## src/rtl/program_loader_pkg.sv

```systemverilog
// rtl/program_loader_pkg.sv - shared types and constants for the program loader
//
// Purpose : loader and receiver state encodings, sync byte and image size.
// Ports   : none (package).

package program_loader_pkg;

   localparam logic [7:0] SYNC_BYTE   = 8'hA5;
   localparam int         IMAGE_BYTES = 16;
   localparam int         ADDR_W      = 4;

   typedef enum logic [2:0] {
      ST_IDLE,
      ST_LOAD,
      ST_CHECK,
      ST_DONE,
      ST_ERROR
   } loader_state_t;

   typedef enum logic [1:0] {
      RX_IDLE,
      RX_START,
      RX_DATA,
      RX_STOP
   } rx_state_t;

   function automatic logic is_sync(input logic [7:0] b);
      return b == SYNC_BYTE;
   endfunction

endpackage

```

## src/rtl/program_loader_uart_rx.sv

```systemverilog
// rtl/program_loader_uart_rx.sv - 8N1 UART receiver with input synchroniser
//
// Purpose : synchronises the serial line, finds start bits on falling edges,
//           samples mid-bit and reports each received byte or framing error.
// Ports   : clk, rst_n      - clock, asynchronous active-low reset
//           rx             - raw serial input, idle high
//           rx_valid       - 1-cycle pulse, rx_byte holds a good byte
//           rx_byte        - last good byte, LSB received first
//           frame_err      - 1-cycle pulse, stop bit sampled low

module uart_rx
   import program_loader_pkg::*;
#(
   parameter int CLKS_PER_BIT = 234
) (
   input  logic       clk,
   input  logic       rst_n,
   input  logic       rx,
   output logic       rx_valid,
   output logic [7:0] rx_byte,
   output logic       frame_err
);

   localparam int HALF_BIT = CLKS_PER_BIT / 2;
   localparam int CW       = $clog2(CLKS_PER_BIT + 1);

   logic            sync1;
   logic            sync2;
   logic            rx_prev;
   rx_state_t       st;
   logic [CW-1:0]   cnt;
   logic [2:0]      bit_idx;
   logic [7:0]      shreg;

   always_ff @(posedge clk or negedge rst_n) begin
      if (!rst_n) begin
         sync1     <= 1'b1;
         sync2     <= 1'b1;
         rx_prev   <= 1'b1;
         st        <= RX_IDLE;
         cnt       <= '0;
         bit_idx   <= '0;
         shreg     <= '0;
         rx_valid  <= 1'b0;
         rx_byte   <= '0;
         frame_err <= 1'b0;
      end else begin
         sync1     <= rx;
         sync2     <= sync1;
         rx_prev   <= sync2;
         rx_valid  <= 1'b0;
         frame_err <= 1'b0;
         case (st)
            RX_IDLE: begin
               // Only a high-to-low transition starts a byte, so a line held
               // low after a broken stop bit cannot retrigger the receiver.
               if (rx_prev && !sync2) begin
                  st  <= RX_START;
                  cnt <= '0;
               end
            end
            RX_START: begin
               if (cnt == CW'(HALF_BIT - 1)) begin
                  cnt <= '0;
                  if (!sync2) begin
                     st      <= RX_DATA;
                     bit_idx <= '0;
                  end else begin
                     // Short glitch: line already back high at mid start bit.
                     st <= RX_IDLE;
                  end
               end else begin
                  cnt <= cnt + 1'b1;
               end
            end
            RX_DATA: begin
               if (cnt == CW'(CLKS_PER_BIT - 1)) begin
                  cnt   <= '0;
                  shreg <= {sync2, shreg[7:1]};
                  if (bit_idx == 3'd7) begin
                     st <= RX_STOP;
                  end else begin
                     bit_idx <= bit_idx + 1'b1;
                  end
               end else begin
                  cnt <= cnt + 1'b1;
               end
            end
            RX_STOP: begin
               if (cnt == CW'(CLKS_PER_BIT - 1)) begin
                  cnt <= '0;
                  st  <= RX_IDLE;
                  if (sync2) begin
                     rx_valid <= 1'b1;
                     rx_byte  <= shreg;
                  end else begin
                     frame_err <= 1'b1;
                  end
               end else begin
                  cnt <= cnt + 1'b1;
               end
            end
            default: st <= RX_IDLE;
         endcase
      end
   end

endmodule

```

## src/rtl/program_loader.sv

```systemverilog
// rtl/program_loader.sv - UART-fed loader writing a 16-byte image into RAM
//
// Purpose : waits for sync byte 0xA5, writes the following 16 bytes to RAM
//           addresses 0..15, then reports done or error.
// Config  : LOADER_CHECKSUM_EN - adds a trailing mod-256 checksum byte that
//           must match the sum of the 16 data bytes.
// Ports   : clk, rst_n      - clock, asynchronous active-low reset
//           uart_rx        - serial input, 8N1, idle high
//           ram_mode       - high while the loader owns the RAM
//           ram_addr       - RAM write address (holds last written value)
//           ram_data       - RAM write data (holds last written value)
//           ram_we         - single-cycle RAM write strobe
//           done           - image accepted, cleared by next sync byte
//           error          - framing/checksum failure, cleared by next sync

module program_loader
   import program_loader_pkg::*;
#(
   parameter int CLK_HZ = 27000000,
   parameter int BAUD   = 115200
) (
   input  logic              clk,
   input  logic              rst_n,
   input  logic              uart_rx,
   output logic              ram_mode,
   output logic [ADDR_W-1:0] ram_addr,
   output logic [7:0]        ram_data,
   output logic              ram_we,
   output logic              done,
   output logic              error
);

   localparam int                CLKS_PER_BIT = CLK_HZ / BAUD;
   localparam logic [ADDR_W-1:0] LAST_INDEX   = ADDR_W'(IMAGE_BYTES - 1);

   logic              rx_valid;
   logic [7:0]        rx_byte;
   logic              frame_err;
   loader_state_t     state;
   logic [ADDR_W-1:0] index;
`ifdef LOADER_CHECKSUM_EN
   logic [7:0]        sum;
`endif

   uart_rx #(
      .CLKS_PER_BIT (CLKS_PER_BIT)
   ) u_rx (
      .clk       (clk),
      .rst_n     (rst_n),
      .rx        (uart_rx),
      .rx_valid  (rx_valid),
      .rx_byte   (rx_byte),
      .frame_err (frame_err)
   );

   always_ff @(posedge clk or negedge rst_n) begin
      if (!rst_n) begin
         state    <= ST_IDLE;
         index    <= '0;
`ifdef LOADER_CHECKSUM_EN
         sum      <= '0;
`endif
         ram_mode <= 1'b0;
         ram_addr <= '0;
         ram_data <= '0;
         ram_we   <= 1'b0;
         done     <= 1'b0;
         error    <= 1'b0;
      end else begin
         ram_we <= 1'b0;
         case (state)
            ST_IDLE, ST_DONE, ST_ERROR: begin
               // Framing errors and non-sync bytes are ignored here.
               if (rx_valid && is_sync(rx_byte)) begin
                  state    <= ST_LOAD;
                  index    <= '0;
`ifdef LOADER_CHECKSUM_EN
                  sum      <= '0;
`endif
                  done     <= 1'b0;
                  error    <= 1'b0;
                  ram_mode <= 1'b1;
               end
            end
            ST_LOAD: begin
               if (frame_err) begin
                  state    <= ST_ERROR;
                  error    <= 1'b1;
                  ram_mode <= 1'b0;
               end else if (rx_valid) begin
                  // Every byte is data here, including 0xA5.
                  ram_we   <= 1'b1;
                  ram_addr <= index;
                  ram_data <= rx_byte;
                  index    <= index + 1'b1;
`ifdef LOADER_CHECKSUM_EN
                  sum      <= sum + rx_byte;
`endif
                  if (index == LAST_INDEX) begin
`ifdef LOADER_CHECKSUM_EN
                     state    <= ST_CHECK;
`else
                     state    <= ST_DONE;
                     done     <= 1'b1;
                     ram_mode <= 1'b0;
`endif
                  end
               end
            end
`ifdef LOADER_CHECKSUM_EN
            ST_CHECK: begin
               // Written bytes stay in RAM even if the checksum fails.
               if (frame_err) begin
                  state    <= ST_ERROR;
                  error    <= 1'b1;
                  ram_mode <= 1'b0;
               end else if (rx_valid) begin
                  ram_mode <= 1'b0;
                  if (rx_byte == sum) begin
                     state <= ST_DONE;
                     done  <= 1'b1;
                  end else begin
                     state <= ST_ERROR;
                     error <= 1'b1;
                  end
               end
            end
`endif
            default: state <= ST_IDLE;
         endcase
      end
   end

endmodule

```

## config.mk

```make
export PLATFORM = sky130hd
export DESIGN_NAME = program_loader
export DESIGN_NICKNAME = d
export VERILOG_FILES = /design/src/rtl/program_loader_pkg.sv /design/src/rtl/program_loader_uart_rx.sv /design/src/rtl/program_loader.sv
export SDC_FILE = /design/constraint.sdc
export NUM_CORES = 1
export LEC_CHECK = 0
export ABC_AREA = 1
export BUFFER_PORTS_ARGS = -buffer_cell sky130_fd_sc_hd__buf_2
export CELL_PAD_IN_SITES_DETAIL_PLACEMENT = 0
export CELL_PAD_IN_SITES_GLOBAL_PLACEMENT = 1
export CORE_ASPECT_RATIO = 2
export CORE_MARGIN = 1
export CORE_UTILIZATION = 41
export DETAILED_ROUTE_END_ITERATION = 16
export PLACE_DENSITY = 0.8
export SLEW_MARGIN = 15
export SYNTH_ARGS = -nofsm -noshare
export SYNTH_HDL_FRONTEND = slang
export SYNTH_SLANG_ARGS = --single-unit
```

## constraint.sdc

```tcl
create_clock -name clk -period 1.3 [get_ports clk]
set_input_delay 0.13 -clock clk [delete_from_list [all_inputs] [get_ports clk]]
set_output_delay 0.13 -clock clk [all_outputs]
set_load 0.02 [all_outputs]
```

==> results.cfg <==
[sta]
timing.final.ws_setup_ns = -0.104
hold_ws_ns = 0.348
worst_clock_skew_ns = 0.00614
slew_headroom = 0.792
hold_viol_final = 0
worstMarginPinSlew_ns = 0.312
drv_slew = 0
period_share = 1.08
timing.fmax_mhz = 712
layout_min_cycle_time_ns = 1.40
rsz0062_at_grt = yes
setup_violations = 28

[floorplanning]
die_area_mm2 = 0.00703
fp.coreArea_mm2 = 0.00636
dieWidth_um = 59.8
row_count = 41
start_util = 0.430
io_pins = 19
fp.dieH_um = 118

[global_routing]
grt_pass1_vias = 2264
grt_first_pass_wirelength_um = 9780
antenna_found_initial = 0
grt_start_max_net_pins = 58
gr-usage-all-layers = 0.187
grt-ovfl-total = 0

[worst_setup_path]
crit_end = u_rx.rx_byte[7]
cp.required_ns = 1.51
r2r_cells = 10
path_class = register to register
startpoint = u_rx.cnt[1]
r2r_slack_ns = -0.10
path_max_fanout = 14
arrival_ns = 1.61
end_kind = register
rr_startpoint = u_rx.cnt[1]
worstSetupStartpointType = register
r2r-end = u_rx.rx_byte[7]

[status]
violations = negative setup slack
outcome = complete, but fails checks

[yosys]
synth.avg_cell_area_um2 = 9.06
synth_top_family_by_area = simple AND/OR/NAND/NOR gates
ys_ff_latch = 57
synthTopCellsByArea = dfrtp_1 49%, nand2_1 12%, o21ai_2 4.8%
yosys_warnings = 0
synth.distinct_cells = 31
yosysSeqAreaShare = 0.522
synth_nets = 315
synthXorXnorAreaFrac = 0.0160
synth_compound_area_frac = 0.0969
synth-adder-area-share = 0.0457
synthCells = 302
synth.area.mux_share = 0
synth_top_area_share = 0.494
yosys.area.top_type = dfrtp_1
syn_area_mm2 = 0.00274
yosys.area_share.simple = 0.255

[clock_tree]
cts_max_level = 3
clockRootBuffer = clkbuf_16
clkSlewWorstSetupHoldPaths_ns = 0.05
insertion_delay_ns = 0.32
cts_sinks = 57
clk_path_buf_depth = 2
cts_tree = built
cts_buffers = 9

[final_layout]
finish.utilization = 0.610
stdcell_count = 466
stdcell_area_mm2 = 0.00388
fillers = 562
layout_commonest_cell = nand2_1
nets = 389
area_growth_pct = 41.6
final_layout_size_suffix_gt1_frac = 0.461
final_cell_mix = 80 x nand2_1, 51 x dfrtp_1, 41 x buf_4
n_antenna_cell = 0

[placed_design]
dp.cells = 441
portBuffers = 18
placed_area_mm2 = 0.00323
place_congestion = 0.767
dp_hpwl_um = 4220

[pwr]
power_density_mw_per_mm2 = 1630
power.leakage_nw = 1.89
irDropWorstVdd_mv = 1.22
finalPower_w = 0.00631

[drt]
ant_nets = 0
drtIter0Drc = 100
wl_um = 5880
vias = 2203
routed_via_density = 4.73
drc_errors = 0
firstDrtPassIters = 4
wire_per_inst_um = 12.6

[min_path]
hold_class = primary input to async pin

[flow_run]
cap_violations = 0
## worst min-delay path by stage
stage	endpoint	slack (ns)	depth (start not counted)
after floorplan	async pin	-0.17	0
after detailed placement	state[1]	0.16	2
after global routing	u_rx.sync2	0.36	0
final	state[1]	0.35	3
after CTS	u_rx.sync2	0.35	0
after global placement	state[1]	0.15	2
## state kept, by name (all words and copies together) (netlist names), 3 cells and up, named ones only
register,cells
state,3
ram_data,8
index,4
ram_addr,4
u_rx.bit_idx,3
u_rx.rx_byte,8
u_rx.shreg,8
u_rx.cnt,8
## per-layer routing
layer	vias up	global-route usage	wire length, um
met1	1062	0.179	2120
met5	-	0	0
met2	27	0.342	3490
met3	11	0.0341	125
li1	1103	-	-
met4	0	0.118	148
## metrics by stage
stage          TNS (ns)  setup WS, ns
3_3_place_gp      -1.71        -0.156
2_1_floorplan    -0.338       -0.0444
6_report          -1.83        -0.104
5_1_grt           -4.24        -0.174
3_5_place_dp      -2.97        -0.172
4_1_cts           -1.96        -0.110
## report_power, final
part | internal, W | switching (W) | total, W | leakage [nW]
clock network | 0.00191 | 0.000785 | 0.00269 | 0.169
logic | 0.000791 | 0.000872 | 0.00166 | 0.944
registers | 0.00187 | 0.0000894 | 0.00196 | 0.777
## kinds of logic (layout without fill, tap and decap cells)
kind of cell    count (synthesis)  count (layout)
flops                          57              57
simple gates                  152             152
compound gates                 38              38
xor+xnor                        5               5
fa+ha+maj                      10              10
buf+inv                        40             118
## area by class of cell
type,count,area [um^2],share of cell area
clock buffers,10,239,0.0616
clock inverters,5,104,0.0268
inverters,36,140,0.0361
multi-input cells,205,1350,0.348
flip-flops and latches,57,1430,0.370
well taps,86,108,0.0278
repair buffers,67,503,0.130
## cell usage after synthesis
master	number
nor2_4	2
o21ai_0	4
nor3_1	2
ha_1	10
and3_1	1
inv_4	1
nand3_2	1
nand2_2	9
xor2_1	3
a21oi_1	3
a21oi_4	1
buf_2	1
nand3_4	1
nand3b_2	1
o22ai_1	3
o21ai_2	15
inv_1	32
nor2_2	2
o21ai_1	11
a21oi_2	1
dfrtp_1	54
dfstp_2	3
nand2_4	3
or2_2	2
inv_2	3
buf_6	3
nand4_1	3
nand2_1	91
nand3_1	13
xnor2_1	2
nor2_1	21
## timing repair
| item | CTS | global route |
|---|---|---|
| pin swaps | 9 | 11 |
| resized for setup | 35 | 28 |
| setup buffers | 4 | 4 |
| hold buffers | 2 | 0 |
| endpoints found under the setup margin | 32 | 52 |
| hold endpoints to repair | 55 | 0 |
## critical path, cell delays in order (launching register included)
cell and delay [ns]:
dfrtp_1 0.39, inv_2 0.11, ha_4 0.14, nand2_2 0.06
nor2_4 0.10, nand2_4 0.07, inv_4 0.07, nand3_4 0.08
buf_12 0.16, nand2_2 0.06, o21ai_2 0.05
No activity file was read; power rests on OpenSTA's default activity.
